<file path="src/rtl/cpu_pkg.sv">
// Shared CPU definitions: instruction word geometry, opcodes and fetch FSM states.
package cpu_pkg;

    localparam int I_WIDTH = 12;
    localparam int OPC_W   = 6;
    localparam int IMM_W   = 3;
    localparam int OFS_W   = 3;

    localparam logic [OPC_W-1:0] OPC_MUL = 6'b000001;
    localparam logic [OPC_W-1:0] OPC_ADD = 6'b000010;
    localparam logic [OPC_W-1:0] OPC_END = 6'b000011;

    typedef enum logic [1:0] {
        IDLE = 2'd0,
        RUN  = 2'd1,
        HALT = 2'd2
    } fetch_state_t;

endpackage

</file>
<file path="src/rtl/instruction_fetch.sv">
// Program counter, instruction register and fetch FSM in front of program_memory.
// Handshake: the IR transfers on a rising edge where instr_valid && instr_ready.
module instruction_fetch
    import cpu_pkg::*;
#(
    parameter int ADDR_WIDTH = 6
) (
    input  logic                  clk,
    input  logic                  reset,
    input  logic                  start,
    input  logic [I_WIDTH-1:0]    instruction,
    output logic [ADDR_WIDTH-1:0] address,
    output logic                  instr_valid,
    input  logic                  instr_ready,
    output logic [OPC_W-1:0]      opcode,
    output logic [IMM_W-1:0]      imm,
    output logic [OFS_W-1:0]      offset,
    output logic                  busy,
    output logic                  halted,
    output logic                  overrun,
    output logic [1:0]            state
);

    localparam logic [1:0] ST_IDLE = IDLE;
    localparam logic [1:0] ST_RUN  = RUN;
    localparam logic [1:0] ST_HALT = HALT;
    localparam logic [ADDR_WIDTH-1:0] LAST_ADDR = {ADDR_WIDTH{1'b1}};

    logic [1:0]            state_q;
    logic [ADDR_WIDTH-1:0] pc_q;
    logic [I_WIDTH-1:0]    ir_q;
    logic                  valid_q;
    logic                  halted_q;
    logic                  overrun_q;

    logic load;
    logic end_word;

    // PC, IR and FSM all advance on the same load enable.
    assign load     = !valid_q || instr_ready;
    assign end_word = (instruction[I_WIDTH-1 -: OPC_W] == OPC_END);

    always_ff @(posedge clk) begin
        if (reset) begin
            state_q   <= ST_IDLE;
            pc_q      <= '0;
            ir_q      <= '0;
            valid_q   <= 1'b0;
            halted_q  <= 1'b0;
            overrun_q <= 1'b0;
        end else begin
            case (state_q)
                ST_IDLE: begin
                    if (start) begin
                        state_q   <= ST_RUN;
                        pc_q      <= '0;
                        halted_q  <= 1'b0;
                        overrun_q <= 1'b0;
                    end
                end
                ST_RUN: begin
                    if (load) begin
                        pc_q <= pc_q + ADDR_WIDTH'(1);
                        if (end_word) begin
                            // END is swallowed here; the datapath never sees it.
                            valid_q  <= 1'b0;
                            halted_q <= 1'b1;
                            state_q  <= ST_HALT;
                        end else begin
                            ir_q    <= instruction;
                            valid_q <= 1'b1;
                            if (pc_q == LAST_ADDR) begin
                                halted_q  <= 1'b1;
                                overrun_q <= 1'b1;
                                state_q   <= ST_HALT;
                            end
                        end
                    end
                end
                ST_HALT: begin
                    // A pending word must drain before a restart is honoured.
                    if (valid_q) begin
                        if (instr_ready) begin
                            valid_q <= 1'b0;
                        end
                    end else if (start) begin
                        state_q   <= ST_RUN;
                        pc_q      <= '0;
                        halted_q  <= 1'b0;
                        overrun_q <= 1'b0;
                    end
                end
                default: state_q <= ST_IDLE;
            endcase
        end
    end

    assign address     = pc_q;
    assign instr_valid = valid_q;
    assign opcode      = ir_q[I_WIDTH-1 -: OPC_W];
    assign imm         = ir_q[OFS_W +: IMM_W];
    assign offset      = ir_q[OFS_W-1:0];
    assign busy        = (state_q == ST_RUN);
    assign halted      = halted_q;
    assign overrun     = overrun_q;
    assign state       = state_q;

endmodule

</file>
<file path="config.mk">
export PLATFORM = sky130hd
export DESIGN_NAME = instruction_fetch
export DESIGN_NICKNAME = d
export VERILOG_FILES = /design/src/rtl/cpu_pkg.sv /design/src/rtl/instruction_fetch.sv
export SDC_FILE = /design/constraint.sdc
export NUM_CORES = 1
export LEC_CHECK = 0
export CAP_MARGIN = 40
export CORE_AREA = 3 3 52 54
export CTS_CLUSTER_DIAMETER = 80
export DETAILED_ROUTE_END_ITERATION = 16
export DIE_AREA = 0 0 55 57
export PLACE_DENSITY_LB_ADDON = 0.05
export SYNTH_ARGS = -nofsm -noshare
export SYNTH_HDL_FRONTEND = slang
export SYNTH_SLANG_ARGS = --single-unit
</file>
<file path="constraint.sdc">
create_clock -name clk -period 2.4 [get_ports clk]
set_input_delay 0.6 -clock clk [delete_from_list [all_inputs] [get_ports clk]]
set_output_delay 0.6 -clock clk [all_outputs]
set_load 0.02 [all_outputs]
</file>
* After elaboration in Yosys (flattened, before gate mapping) *
Cells that the tools add are included.

word-level totals
  memories kept = 0
  output and inout port bits = 24
  input port bits = 16
  word-level logic and storage cells = 54
  bits in latches = 0
  RAM bits = 0
  bits in read-only memories = 0
  bits in registers = 23

cells by class
  shift operators = 0
  multipliers = 0
  reductions and logical operators = 11
  equal/unequal tests = 9
  magnitude comparators = 0
  bitwise operators = 1
  add/sub/neg operators = 1
  muxes and demuxes = 26
  divide/modulo/power cells = 0

operators by type and width
  cell                   number
  $mux W6                3
  $pmux W6 S3            1
  $mux W1                13
  $mux W2                5
  $reduce_and A3 Y1      3
  $add A6 B1 Y6 const B  1
  $eq A6 B2 Y1 const B   1
  $eq A6 B6 Y1 const B   1
  $pmux W1 S3            2
  $pmux W2 S3            1
  $reduce_and A5 Y1      1
  $ne A2 B1 Y1 const B   2
  $ne A2 B2 Y1 const B   2
  $reduce_and A4 Y1      1
  $ne A3 B1 Y1 const B   1
  $reduce_bool A3 Y1     1
  $eq A2 B1 Y1 const B   1
  $eq A2 B2 Y1 const B   1
  $logic_not A2 Y1       1
  $pmux W1 S2            1
  $reduce_and A2 Y1      1
  $reduce_bool A2 Y1     1
  $logic_not A1 Y1       1
  $logic_or A1 B1 Y1     1
  $not A1 Y1             1

* Logic depth before layout (Yosys ltp) *
  word-level depth = 5
  mapped depth = 6

* Worst setup path after synthesis *
Ideal clock, no wire load.

  path type = input to register
  start = input port instruction[8]
  end = register ir_q[0]
  arrival = 1.510 ns
  stages = 5
  setup time = 0.070 ns
  path buffers = 1
  setup slack = 0.820 ns
  cells stage by stage = nor4_1 and3_1 clkbuf_2 o21ai_0 a21oi_1

between the ends
  cells in the longest elaborated chain, start to end = 3

ends and longest elaborated chain
  item                                RTL line                 text
  from (decl)                         instruction_fetch.sv:11  input logic [I_WIDTH-1:0] instruction,
  $eq A6 B2 Y1                        instruction_fetch.sv:41  assign end_word = (instruction[I_WIDTH-1 -: OPC_W] == OPC_END);
  $not A1 Y1 (no source line)         n/a
  $reduce_and A3 Y1 (no source line)  n/a
  to (signal assigned)                instruction_fetch.sv:70  ir_q <= instruction;
  to (decl)                           instruction_fetch.sv:31  logic [I_WIDTH-1:0] ir_q;

Every way passes these cells.
A chain may end at the register's enable or synchronous reset.

* Worst setup path after layout *
  start = register state_q[1] (netlist: state[1])
  end = output port busy

between the ends
  cells in the longest elaborated chain, start to end = 1

ends and longest elaborated chain
  item                    RTL line                  text
  from (decl)             instruction_fetch.sv:29   logic [1:0] state_q;
  from (signal assigned)  instruction_fetch.sv:45   state_q <= ST_IDLE;
  from (signal assigned)  instruction_fetch.sv:55   state_q <= ST_RUN;
  from (signal assigned)  instruction_fetch.sv:68   state_q <= ST_HALT;
  $eq A2 B1 Y1            instruction_fetch.sv:103  assign busy = (state_q == ST_RUN);
  to (decl)               instruction_fetch.sv:18   output logic busy,

Every way passes these cells.

==> results.cfg <==
[layout]
antennaDiodeCount = 0
nFillCells = 232
drive_above_1_share_pct = 9.26
fin_util_pct = 64.7
nets = 180
area.growth.synth_to_final_pct = 42.6

[synth]
ys.warnings.count = 0
ys_ff_latch = 23
synth_enable_flop_cells = 0
seq_area_frac_synth_pct = 45.0
ys.flop_type = dfxtp_1
netlist_instances = 123
ys_types = 33
syn_area_per_cell_um2 = 8.31
syn-num-nets = 140
synthArstFlopShare_pct = 0
synth_area_um2 = 1020

[drt]
wl_um = 2540
drc = 0
wl_per_cell_um = 13.4
vias = 1037
drt_iter0_markers = 14
avgViaCountPerCell = 5.46
antenna_left = 0
drt_pass1_iterations = 4

[die]
die_w_um = 55
core_area_um2 = 2250
die_area_um2 = 3140
rows = 17
ioPinCount = 40
initial_core_util_pct = 45.3
die_h_um = 57

[timing]
rsz0062_at_grt = false
setup_violations = 0
min_period_ns = 2.17
tightest_slew_ns = 0.666
hold_viol = 0
report.final.slew_viol_count = 0
max_freq_mhz = 462
setup_tns_ns = 0
relSlewSlack_pct = 55.6
finalCritPeriodShare_pct = 90.3
skew_ns = 0.00289
holdWs_ns = 0.489

[clock_network]
cts_resized = 0
cts.sinks = 23
h-tree-depth = 1
clock_path_buffers = 2
path_clk_slew_ns = 0.12
postCtsSetupRepairBufs = 0
root_buffer = clkbuf_4
insertion_delay_ns = 0.30
numCtsBuffers = 3
cts_tree = done
cts_hold_buf = 0

[critical_path]
crit_required_ns = 1.80
crit_type = register to output port
end_kind = output port
cp-start-kind = register
arrival_ns = 1.57
cp_max_fo = 7

[pwr]
power_leakage_uw = 0.000498
power_frac_comb_pct = 23.9
intPower_uw = 559
power_uw = 782
vdd_drop_max_mv = 0.323
p_clk_share_pct = 22.3
p_seq_share_pct = 53.8
powerDensity_nw_per_um2 = 536
power_switching_uw = 223
switching_share_pct = 28.5

[hold_path]
hp-class = register to register

[placed_design]
dp_hpwl_um = 1930
routabilityCongestion = 0.844
port_buffers = 39

[global_routing]
grt_pass1_vias = 1005
grt_pass1_wl_um = 4330
overflow = 0
grt_max_degree = 18
antenna_found_initial = 0
grt_usage_pct = 18.1

[status]
status = finished clean

[job]
maxCapViolCount = 0
final timing paths:
check / to / slack [ns] / start / cells after the start
min: ir_q[3]$_SDFFE_PP0P_ / 0.49 / ir_q[3]$_SDFFE_PP0P_ / 2
min reg2reg: ir_q[3]$_SDFFE_PP0P_ / 0.49 / ir_q[3]$_SDFFE_PP0P_ / 2
max: busy / 0.23 / state[1]$_SDFFE_PP0P_ / 3
max reg2reg: ir_q[6]$_SDFFE_PP0P_ / 0.80 / state[0]$_SDFFE_PP0P_ / 5
per-layer routing:
layer	vias to the layer above	routed length, µm	track usage, %
li1	524	-	-
met1	479	1140	25.3
met2	30	1240	27.7
met3	4	118	2.61
met4	0	37	7.29
met5	-	0	0
power groups by stage:
stage	registers (µW)	clock network (µW)	logic, µW
2_1_floorplan	454	0	77.3
6_report	420	174	187
5_1_grt	424	198	205
3_5_place_dp	429	0	188
4_1_cts	420	183	189
3_3_place_gp	428	0	186
logic make-up after synthesis:
group / Yosys count / synth area share, %
flops: 23 / 45.0
simple gates: 45 / 24.2
compound gates: 45 / 25.1
fa+ha+maj: 1 / 1.22
buf+inv: 9 / 4.41
worst max-delay path, cell delays in order, from the launching register on:
cell	delay [ns]
dfxtp_1	0.45
nand2b_4	0.18
clkinv_2	0.09
clkdlybuf4s50_1	0.55
stage by stage:
| step | cell area [µm²] | cells | worst slack, ns |
|---|---|---|---|
| 2_1_floorplan | 1020 | 123 | 0.820 |
| 3_3_place_gp | 1430 | 186 | 0.187 |
| 3_5_place_dp | 1430 | 186 | 0.165 |
| 4_1_cts | 1460 | 190 | 0.216 |
| 5_1_grt | 1460 | 190 | 0.118 |
| 6_report | 1460 | 190 | 0.233 |
placed cells by master, fill, tap and decap left out:
master and n:
a32o_1 1, nand4_1 1, clkinv_2 2, ha_1 1
nand2b_1 1, nand2_1 12, a21oi_2 1, nor2b_1 1
and2b_2 1, and3_1 1, or3_2 2, nand3_1 9
nand2b_4 1, buf_4 2, inv_1 2, a21oi_1 19
or4_1 3, nand3b_1 2, o21ai_0 17, dfxtp_1 23
o31ai_1 4, nor3_1 3, and2_0 2, a41oi_1 1
nor2_1 4, o21ba_2 1, clkdlybuf4s50_1 39, clkbuf_4 3
or2b_2 1, a21o_2 1, nor4_1 1
layout make-up:
| cell class | count | area, µm² | area share [%] |
|---|---|---|---|
| clock buffers | 3 | 22.5 | 1.55 |
| clock inverters | 1 | 5.00 | 0.343 |
| inverters | 3 | 12.5 | 0.858 |
| multi-input cells | 91 | 517 | 35.5 |
| flip-flops and latches | 23 | 460 | 31.6 |
| well taps | 28 | 35.0 | 2.40 |
| repair buffers | 41 | 405 | 27.8 |
registers in the layout, summed over array words and instances, names as in the netlist:
| signal | cells |
|---|---|
| address | 6 |
| state | 2 |
| overrun | 1 |
| ir_q | 12 |
| instr_valid | 1 |
| halted | 1 |
Yosys cell counts (2+ instances only):
| master | count | area, µm² |
|---|---|---|
| dfxtp_1 | 23 | 460 |
| a21oi_1 | 19 | 95.1 |
| o21ai_0 | 17 | 85.1 |
| nand2_1 | 12 | 45.0 |
| nand3_1 | 9 | 45.0 |
| nor2_1 | 4 | 15.0 |
| o31ai_1 | 4 | 30.0 |
| nor3_1 | 3 | 15.0 |
| or4_1 | 3 | 22.5 |
| and2_0 | 2 | 12.5 |
| clkbuf_1 | 2 | 7.51 |
| inv_1 | 2 | 7.51 |
| nand3b_1 | 2 | 15.0 |
| or3_2 | 2 | 15.0 |
Power figures use the tool's default switching activity.
==> RTL change, RTL diff (same settings) <==
Put one more register stage on the output `overrun`, cleared by the reset. The value now appears one clock later. The other outputs are not delayed to match.
--- a/src/rtl/instruction_fetch.sv
+++ b/src/rtl/instruction_fetch.sv
@@ -102,7 +102,13 @@
     assign offset      = ir_q[OFS_W-1:0];
     assign busy        = (state_q == ST_RUN);
     assign halted      = halted_q;
-    assign overrun     = overrun_q;
+    always_ff @(posedge clk) begin
+        if (reset) begin
+            overrun <= '0;
+        end else begin
+            overrun <= overrun_q;
+        end
+    end
     assign state       = state_q;
 
 endmodule
Function: no difference found for any inputs over 10 cycles, from zero or initial values and one cycle with reset high; that may be too few to reach the edited logic, so the function may still have changed.
==> RTL change against the unedited design <==
  * Cell count grew 2.1%
  * Sequential cell count grew 1
  * Power grew 5.6%
  * Setup slack lost 0.0057 ns
  * Register-to-register slack lost 0.02 ns
  * Largest cell class unchanged
  * Hold slack lost 0.012 ns
  * Clock power grew 21%
  * Count of clock-buffer cells in the layout grew 1
  * Synthesized area grew 4.5%
  * Sequential power grew 3%
  * Wire length grew 4.8%
  * Cell area grew 3.3%
==> RTL change: results (changes against the unedited design) <==
outcome:
  outcome: "complete, no violations"
pwr:
  power.leakage_uw: 0.000512  # +2.8%
  peakVddDrop_uv: 340  # +5.3%
  p_switching_uw: 227  # +1.8%
grt:
  grt_pass1_vias: 963  # -4.2%
  grt_usage_pct: 17.8  # -0.31 points
  grt_max_degree: 15  # -3
placement:
  post-place-ws_ns: 0.169  # +0.00415 ns
  gp_congestion: 0.832  # -1.3%
  dpl.hpwl_um: 1950  # +1.4%
  place_area_um2: 1470  # +2.7%
timing:
  fin_skew_ns: 0.0112  # +0.00836 ns
  maxSlewHeadroom_pct: 54.7  # -0.93 points
synthesis:
  synth-seq-area-share_pct: 45.0  # -0.078 points
  synth_common_cells: "dfxtp_1 (24), a21oi_1 (21), o21ai_0 (20)"
  synth.distinct_cells: 32  # -3.0%
  synth_area_leaders: "dfxtp_1 (45%), a21oi_1 (9.8%), o21ai_0 (9.4%)"
  syn_nets: 146  # +4.3%
routing:
  drt-initial-drc-count: 17  # +3
  wl_um: 2660  # +4.8%
  vias: 1071  # +3.3%
worst_setup_path:
  startpoint: "state[0]"
  cp_max_fo: 6  # -1
layout:
  final_nets: 184  # +2.2%
worst_hold_path:
  hold_start: "halted"
## RTL change: cell count changes in the layout (fill, tap and decap cells not counted), moves of 2 or more
| cell | unedited run | this run |
|---|---|---|
| nor2_1 | 4 | 2 |
| o21ai_0 | 17 | 20 |
| nor3_1 | 3 | 1 |
| clkinv_2 | 2 | 0 |
| or3_2 | 2 | 0 |
| nand3_1 | 9 | 12 |
| a21oi_1 | 19 | 21 |
| or3_1 | 0 | 2 |
## RTL change: power groups by stage
| stage | logic (uW) | registers, uW | clock network, uW |
|---|---|---|---|
| 2_1_floorplan | 74.7 | 466 | 0 |
| 3_3_place_gp | 178 | 441 | 0 |
| 3_5_place_dp | 179 | 443 | 0 |
| 4_1_cts | 180 | 434 | 218 |
| 5_1_grt | 195 | 437 | 233 |
| 6_report | 180 | 434 | 211 |
## RTL change: worst paths after layout
| kind | endpoint | slack (ns) |
|---|---|---|
| max | busy | 0.23 |
| min | halted | 0.48 |
| max reg2reg | state[1] | 0.78 |
| min reg2reg | halted | 0.48 |
## RTL change: through the flow
step / power (uW) / std cells / util (%)
global route: 865 / 194 / 66.8
floorplan: 540 / 129 / -
global placement: 619 / 190 / 65.1
finish: 825 / 194 / 66.8
CTS: 832 / 194 / 66.8
detailed placement: 622 / 190 / 65.1
## RTL change: cells by family after synthesis
kind of cell | count (synthesis) | share of synthesized area (%)
DFF | 24 | 45.0
buffers and inverters | 11 | 5.04
AOI/OAI and AO/OA | 49 | 25.2
and+or+nand+nor | 44 | 23.7
adders and majority gates | 1 | 1.17
## RTL change: area by class of cell
class / count / area (um^2) / area share (%)
Clock buffer: 4 / 36.3 / 2.41
Tap cell: 28 / 35.0 / 2.33
Multi-Input combinational cell: 94 / 534 / 35.5
Inverter: 3 / 13.8 / 0.914
Timing Repair Buffer: 41 / 405 / 26.9
Sequential cell: 24 / 480 / 31.9
## RTL change: routing by layer
layer	global-route usage, %	vias to the layer above	share of wire, %
li1	-	533	-
met1	25.8	505	46
met2	26.7	31	47
met3	2.61	2	5.5
met4	6.25	0	0.86
met5	0	-	0
## RTL change: critical path: stages (launching register included)
cell	delay (ns)
dfxtp_1	0.48
nand2b_4	0.10
inv_4	0.07
clkdlybuf4s50_1	0.60
